--- src/rtl/sdr_word_deserializer_if.sv ---
// Bus bundle for the SDR word deserializer.
// Pair stream and control in, assembled words and flags out.
interface sdr_word_deserializer_if #(
   parameter int unsigned WIDTH = 10
);
   logic             enable;
   logic [1:0]       data_i;
   logic             bitslip_i;
   logic [WIDTH-1:0] data_o;
   logic             valid_o;
   logic             aligned_o;

   modport master (
      output enable, data_i, bitslip_i,
      input  data_o, valid_o, aligned_o
   );

   modport slave (
      input  enable, data_i, bitslip_i,
      output data_o, valid_o, aligned_o
   );
endinterface

--- src/rtl/sdr_word_deserializer.sv ---
// Assembles the SDR pair stream LSB-first into WIDTH-bit words,
// with single-bit bitslip and a training-pattern alignment flag.
module sdr_word_deserializer #(
   parameter int unsigned      WIDTH   = 10,
   parameter logic [WIDTH-1:0] PATTERN = 10'h17C
) (
   input logic                    clk_i,
   input logic                    reset_n,
   sdr_word_deserializer_if.slave bus
);
   localparam int unsigned NP = WIDTH / 2;
   localparam int unsigned CW = $clog2(NP);
   localparam logic [CW-1:0] LAST = CW'(NP - 1);

   typedef enum logic {
      PH_EVEN = 1'b0,
      PH_ODD  = 1'b1
   } phase_t;

   phase_t           phase_q, phase_d;
   logic             held_q, held_d;
   logic [CW-1:0]    cnt_q, cnt_d;
   logic [WIDTH-3:0] sh_q, sh_d;
   logic [WIDTH-1:0] data_q, data_d;
   logic             valid_q, valid_d;
   logic             aligned_q, aligned_d;

   logic [1:0]       pair;
   logic             take;
   logic [WIDTH-1:0] word;

   // Framing state and output registers; reset wins over everything.
   always_ff @(posedge clk_i) begin
      if (!reset_n) begin
         phase_q   <= PH_EVEN;
         held_q    <= 1'b0;
         cnt_q     <= '0;
         sh_q      <= '0;
         data_q    <= '0;
         valid_q   <= 1'b0;
         aligned_q <= 1'b0;
      end else begin
         phase_q   <= phase_d;
         held_q    <= held_d;
         cnt_q     <= cnt_d;
         sh_q      <= sh_d;
         data_q    <= data_d;
         valid_q   <= valid_d;
         aligned_q <= aligned_d;
      end
   end

   // Pick the effective pair, apply slips, and fill or emit the word.
   always_comb begin
      phase_d   = phase_q;
      held_d    = held_q;
      cnt_d     = cnt_q;
      sh_d      = sh_q;
      data_d    = data_q;
      valid_d   = 1'b0;
      aligned_d = aligned_q;
      pair      = 2'b00;
      take      = 1'b0;
      word      = '0;
      if (bus.enable) begin
         held_d = bus.data_i[1];
         take   = 1'b1;
         unique case (phase_q)
            PH_EVEN: begin
               pair = bus.data_i;
               if (bus.bitslip_i) begin
                  // Drop this cycle's early bit; the late one is held.
                  phase_d = PH_ODD;
                  take    = 1'b0;
               end
            end
            PH_ODD: begin
               pair = {bus.data_i[0], held_q};
               if (bus.bitslip_i) begin
                  // Drop the held bit and realign to the even pair.
                  phase_d = PH_EVEN;
                  pair    = bus.data_i;
               end
            end
         endcase
         word = {pair, sh_q};
         if (take) begin
            if (cnt_q == LAST) begin
               data_d  = word;
               valid_d = 1'b1;
               cnt_d   = '0;
               if (word == PATTERN) begin
                  aligned_d = 1'b1;
               end
            end else begin
               sh_d  = word[WIDTH-1:2];
               cnt_d = cnt_q + CW'(1);
            end
         end
         if (bus.bitslip_i) begin
            aligned_d = 1'b0;
         end
      end
   end

   assign bus.data_o    = data_q;
   assign bus.valid_o   = valid_q;
   assign bus.aligned_o = aligned_q;
endmodule

--- src/flat_wrapper.sv ---
// flat-port wrapper written by rule: the top's interface ports become plain ports
module sdr_word_deserializer_flat 
#(
   parameter int unsigned      WIDTH   = 10,
   parameter logic [WIDTH-1:0] PATTERN = 10'h17C
)
  (clk_i, reset_n, bus_enable, bus_data_i, bus_bitslip_i, bus_data_o, bus_valid_o, bus_aligned_o);
  sdr_word_deserializer_if #(.WIDTH(WIDTH)) bus_i ();
  input logic clk_i;
  input logic reset_n;
  input wire logic [$bits(bus_i.enable)-1:0] bus_enable;
  input wire logic [$bits(bus_i.data_i)-1:0] bus_data_i;
  input wire logic [$bits(bus_i.bitslip_i)-1:0] bus_bitslip_i;
  output wire logic [$bits(bus_i.data_o)-1:0] bus_data_o;
  output wire logic [$bits(bus_i.valid_o)-1:0] bus_valid_o;
  output wire logic [$bits(bus_i.aligned_o)-1:0] bus_aligned_o;
  assign bus_i.enable = bus_enable;
  assign bus_i.data_i = bus_data_i;
  assign bus_i.bitslip_i = bus_bitslip_i;
  assign bus_data_o = bus_i.data_o;
  assign bus_valid_o = bus_i.valid_o;
  assign bus_aligned_o = bus_i.aligned_o;
  sdr_word_deserializer #(.WIDTH(WIDTH), .PATTERN(PATTERN)) u_core (.clk_i(clk_i), .reset_n(reset_n), .bus(bus_i));
endmodule
--- config.mk ---
export PLATFORM = sky130hd
export DESIGN_NAME = sdr_word_deserializer_flat
export DESIGN_NICKNAME = d
export VERILOG_FILES = /design/src/rtl/sdr_word_deserializer_if.sv /design/src/rtl/sdr_word_deserializer.sv /design/src/flat_wrapper.sv
export SDC_FILE = /design/constraint.sdc
export NUM_CORES = 1
export LEC_CHECK = 0
export CAP_MARGIN = 10
export CORE_UTILIZATION = 45
export CTS_CLUSTER_SIZE = 10
export DETAILED_ROUTE_END_ITERATION = 7
export HOLD_SLACK_MARGIN = 0.02
export PLACE_DENSITY_LB_ADDON = 0.15
export SETUP_SLACK_MARGIN = 0.5
export SYNTH_ARGS = -nofsm -noshare
export SYNTH_HDL_FRONTEND = slang
export SYNTH_SLANG_ARGS = --single-unit
--- constraint.sdc ---
create_clock -name clk_i -period 1.25 [get_ports clk_i]
set_input_delay 0.375 -clock clk_i [delete_from_list [all_inputs] [get_ports clk_i]]
set_output_delay 0.375 -clock clk_i [all_outputs]
set_load 0.02 [all_outputs]
==> impl_metrics.csv <==
group,metric,value,unit
worst_setup_path,worstReg2RegEnd,"u_core.bus.data_o[2]",
layout,fillerInstances,152,
timing,tightest_slew,328.0,ps
die,floorplan.die.width,49.93,µm
layout,area_delta_synth_final,54.24,%
clock_network,numClockSinks,25,
die,core.rowCount,16,
timing,max_freq,787.2,MHz
synthesis,synth_top_area_cells,"sky130_fd_sc_hd__dfxtp_1 48%, sky130_fd_sc_hd__a22o_1 6.8%, sky130_fd_sc_hd__a21oi_1 4.4%",
drt,post_drt_wl_per_cell,14.12,µm
worst_setup_path,critPathMaxStageDelay,360,ps
layout,fin_nets,152,
clock_network,cts_htree_levels,1,
placement,place_inst,157,
clock_network,clk-insertion-delay-late,320,ps
placement,gp_routability_congestion,0.7084,
min_path,type_of_the_most_critical_hold_path,"in -> reg",
timing,post-route-worst-setup-slack,-20.32,ps
drt,post_drt_via_cell_ratio,5.249,
die,floorplan.io_pins,18,
timing,timing.max_slew.rel_slack,0.7782,
worst_setup_path,critical_path.max_fanout,6,
drt,vias,887,
global_route,grt_antenna_before_repair,0,
global_route,first_global_vias,990,
synthesis,syn_area_per_cell,10.13,µm²
timing,whs,449.1,ps
power_and_ir_drop,cellLeakagePower,0.6448,nW
global_route,grtUsageTotal,0.2202,
clock_network,clock_tree.buffer_depth,2,
worst_setup_path,worst_setup_path_start_kind,"register",
drt,drtPass1Iterations,3,
clock_network,path_clk_slew,140,ps
drt,drt_first_iter_violations,9,
worst_setup_path,worst_path_max_delay_cell,"sky130_fd_sc_hd__dfxtp_2",
worst_setup_path,rrSetupSlack,-20,ps
timing,timing.final.max_slew_violations,0,
layout,num_antenna_cells,0,
synthesis,synth.yosys.seq_area_share,0.4843,
timing,final.min_clock_period,1270,ps
drt,drc,0,
timing,number_of_hold_violations_in_the_final_report,0,
drt,routed_wirelength,2386,µm
synthesis,synthesis.instances,102,
flow_run,timing.max_cap.violations,0,
run_status,failed_checks,"setup timing",
clock_network,numCtsBuffers,3,
synthesis,post_synth_instance_area,0.001033,mm²
timing,unrepaired_setup_endpoints_after_global_routing,"true",
layout,post_layout_nonfiller_instances,169,
die,coreArea,0.002062,mm²
synthesis,synth_seq_cells,25,
synthesis,cell_type_with_the_largest_total_area_after_synthesis,"sky130_fd_sc_hd__dfxtp_1",
worst_setup_path,crit_end,"u_core.bus.data_o[2]",
die,dieHeight,49.93,µm
layout,final_core_occ,0.7731,
worst_setup_path,required_time_worst_endpoint,1480,ps
die,die_area,0.002493,mm²
worst_setup_path,reg2reg_from,"u_core.cnt_q[1]",
placement,place.detailed.hpwl,1668,µm
run_status,outcome,"finished, violations left",
layout,drive_above_1_share,0.5704,
min_path,hold_path_depth,4,
die,initial_core_util,0.5012,
drt,route.antenna.remaining_nets,0,
synthesis,yosys.cell_types.count,31,
clock_network,cts_tree,"yes",
global_route,first_pass_grt_wire_length,4029,µm
timing,skew,1.839,ps
timing,final-setup-viol-count,6,
worst_setup_path,critical_path.startpoint,"u_core.cnt_q[1]",
global_route,maximum_number_of_pins_on_one_net_before_global_route_repair,16,
power_and_ir_drop,power,1.432,mW
worst_setup_path,critical_path.cell_chain,"inv_2, ha_4, and2_4, a21oi_4, buf_4, a22o_1",
layout,multi_input_area,568.0,µm²
worst_setup_path,critical_path_class,"reg -> reg",
synthesis,yosysWarningCount,0,
layout,regArea,519.2,µm²
worst_setup_path,cp.arrival,1500,ps
synthesis,synth.net_count,111,
global_route,globalRoute.totalOverflow,0,
clock_network,root_buf_cell,"sky130_fd_sc_hd__clkbuf_4",
power_and_ir_drop,power.density_cell_area,898.2,mW/mm²
placement,port_buffers,17,
worst_setup_path,critical_path.endpoint_type,"register",
timing,timing.final.crit_share,1.016,
power_and_ir_drop,max-vdd-ir-drop,0.0008405,V
worst_setup_path,reg2reg_depth,6,
synthesis,synth_top_area_frac,0.4843,
synth_stat cells, drive strengths merged:
| master | n |
|---|---|
| nand2 | 5 |
| nor4bb | 1 |
| xor2 | 1 |
| o21ai | 7 |
| inv | 6 |
| a21oi | 10 |
| and4 | 1 |
| nor3 | 1 |
| o2bb2ai | 2 |
| nor4b | 1 |
| nand2b | 2 |
| a41oi | 1 |
| buf | 5 |
| a311oi | 3 |
| ha | 3 |
| a211oi | 1 |
| and2 | 1 |
| clkbuf | 1 |
| nor2 | 4 |
| xnor2 | 1 |
| mux2i | 3 |
| a22o | 8 |
| dfxtp | 25 |
| nand3 | 7 |
| nand3b | 1 |
| nor2b | 1 |
stage by stage:
step / setup TNS, ps / area (µm²) / setup slack [ps]
3_5_place_dp: -11630 / 1446 / -527.9
3_3_place_gp: -10700 / 1446 / -485.4
5_1_grt: -1342 / 1594 / -93.99
4_1_cts: -21.97 / 1546 / -8.328
6_report: -74.34 / 1594 / -20.32
2_1_floorplan: 0 / 1155 / 57.75
how the worst min path moves through the flow:
stage	start	endpoint	slack, ps
after floorplan	u_core.cnt_q[1]	u_core.cnt_q[1]	450
after global placement	u_core.bus.data_o[8]	u_core.bus.data_o[8]	440
after detailed placement	u_core.bus.data_o[9]	u_core.bus.data_o[9]	440
after CTS	bus_data_i[1]	u_core.held_q	450
after global routing	reset_n	u_core.bus.aligned_o	430
final	reset_n	u_core.bus.aligned_o	450
cells in the final DEF (no fill, tap or decap), types with 3 or more instances in the layout:
| master | count |
|---|---|
| sky130_fd_sc_hd__dfxtp_1 | 10 |
| sky130_fd_sc_hd__clkbuf_4 | 3 |
| sky130_fd_sc_hd__nand3_2 | 5 |
| sky130_fd_sc_hd__a311oi_1 | 3 |
| sky130_fd_sc_hd__mux2i_1 | 3 |
| sky130_fd_sc_hd__buf_4 | 18 |
| sky130_fd_sc_hd__buf_12 | 3 |
| sky130_fd_sc_hd__a21oi_1 | 6 |
| sky130_fd_sc_hd__dlygate4sd2_1 | 3 |
| sky130_fd_sc_hd__dfxtp_2 | 15 |
| sky130_fd_sc_hd__inv_2 | 3 |
| sky130_fd_sc_hd__a21oi_2 | 3 |
| sky130_fd_sc_hd__o21ai_0 | 3 |
| sky130_fd_sc_hd__nor2_1 | 4 |
| sky130_fd_sc_hd__o21ai_1 | 3 |
| sky130_fd_sc_hd__buf_6 | 15 |
| sky130_fd_sc_hd__nand2_1 | 4 |
| sky130_fd_sc_hd__a22o_1 | 8 |
cell type report:
type                            count  share of cell area
Clock buffer                        3             0.01413
Clock inverter                      1            0.004710
Inverter                            6             0.01962
Multi-Input combinational cell     65              0.3564
Sequential cell                    25              0.3257
Tap cell                           27             0.02119
Timing Repair Buffer               41              0.2543
Timing Repair inverter              1            0.003925
worst max-delay path: cells and delay by family, from the launching register on:
| family | cells | cell delay (ps) |
|---|---|---|
| fa+ha+maj | 1 | 140 |
| simple gates | 1 | 190 |
| flops | 1 | 360 |
| compound gates | 2 | 270 |
| buf+inv | 2 | 220 |
power by group:
group,internal (mW),switching [mW],total [mW]
clock,0.123,0.250,0.373
sequential,0.817,0.0185,0.836
combinational,0.118,0.105,0.223
metal layers:
layer / track usage / wire (µm) / vias up
li1: - / - / 453
met1: 0.2045 / 989 / 416
met2: 0.4279 / 1303 / 16
met3: 0.08333 / 77 / 2
met4: 0.07619 / 15 / 0
met5: 0 / 0 / -
what timing repair did:
| item | 4_1_cts | 5_1_grt |
|---|---|---|
| hold buffers | 0 | 0 |
| resized for setup | 84 | 17 |
| buffers inserted | 6 | 1 |
| gates cloned | 1 | 0 |
| pin swaps | 7 | 8 |
| endpoints found under the setup margin | 37 | 37 |
cell families (layout without fill, tap and decap cells):
kind of cell,after synthesis,after routing,share of synthesized area
AO/OA/AOI/OAI,32,32,0.2191
XOR/XNOR,2,2,0.01695
adder cells (fa/ha/maj),3,3,0.03632
buffers and inverters,12,52,0.07264
flip-flops,25,25,0.4843
multiplexers,3,3,0.02906
AND/OR/NAND/NOR,25,25,0.1416
state kept, by name (all words and copies together) (netlist names):
| register | flops |
|---|---|
| u_core.phase_q | 1 |
| u_core.sh_q | 8 |
| u_core.cnt_q | 3 |
| u_core.bus.data_o | 10 |
| u_core.held_q | 1 |
| u_core.bus.valid_o | 1 |
| u_core.bus.aligned_o | 1 |
Note: power is estimated with default switching activity, not from simulation.
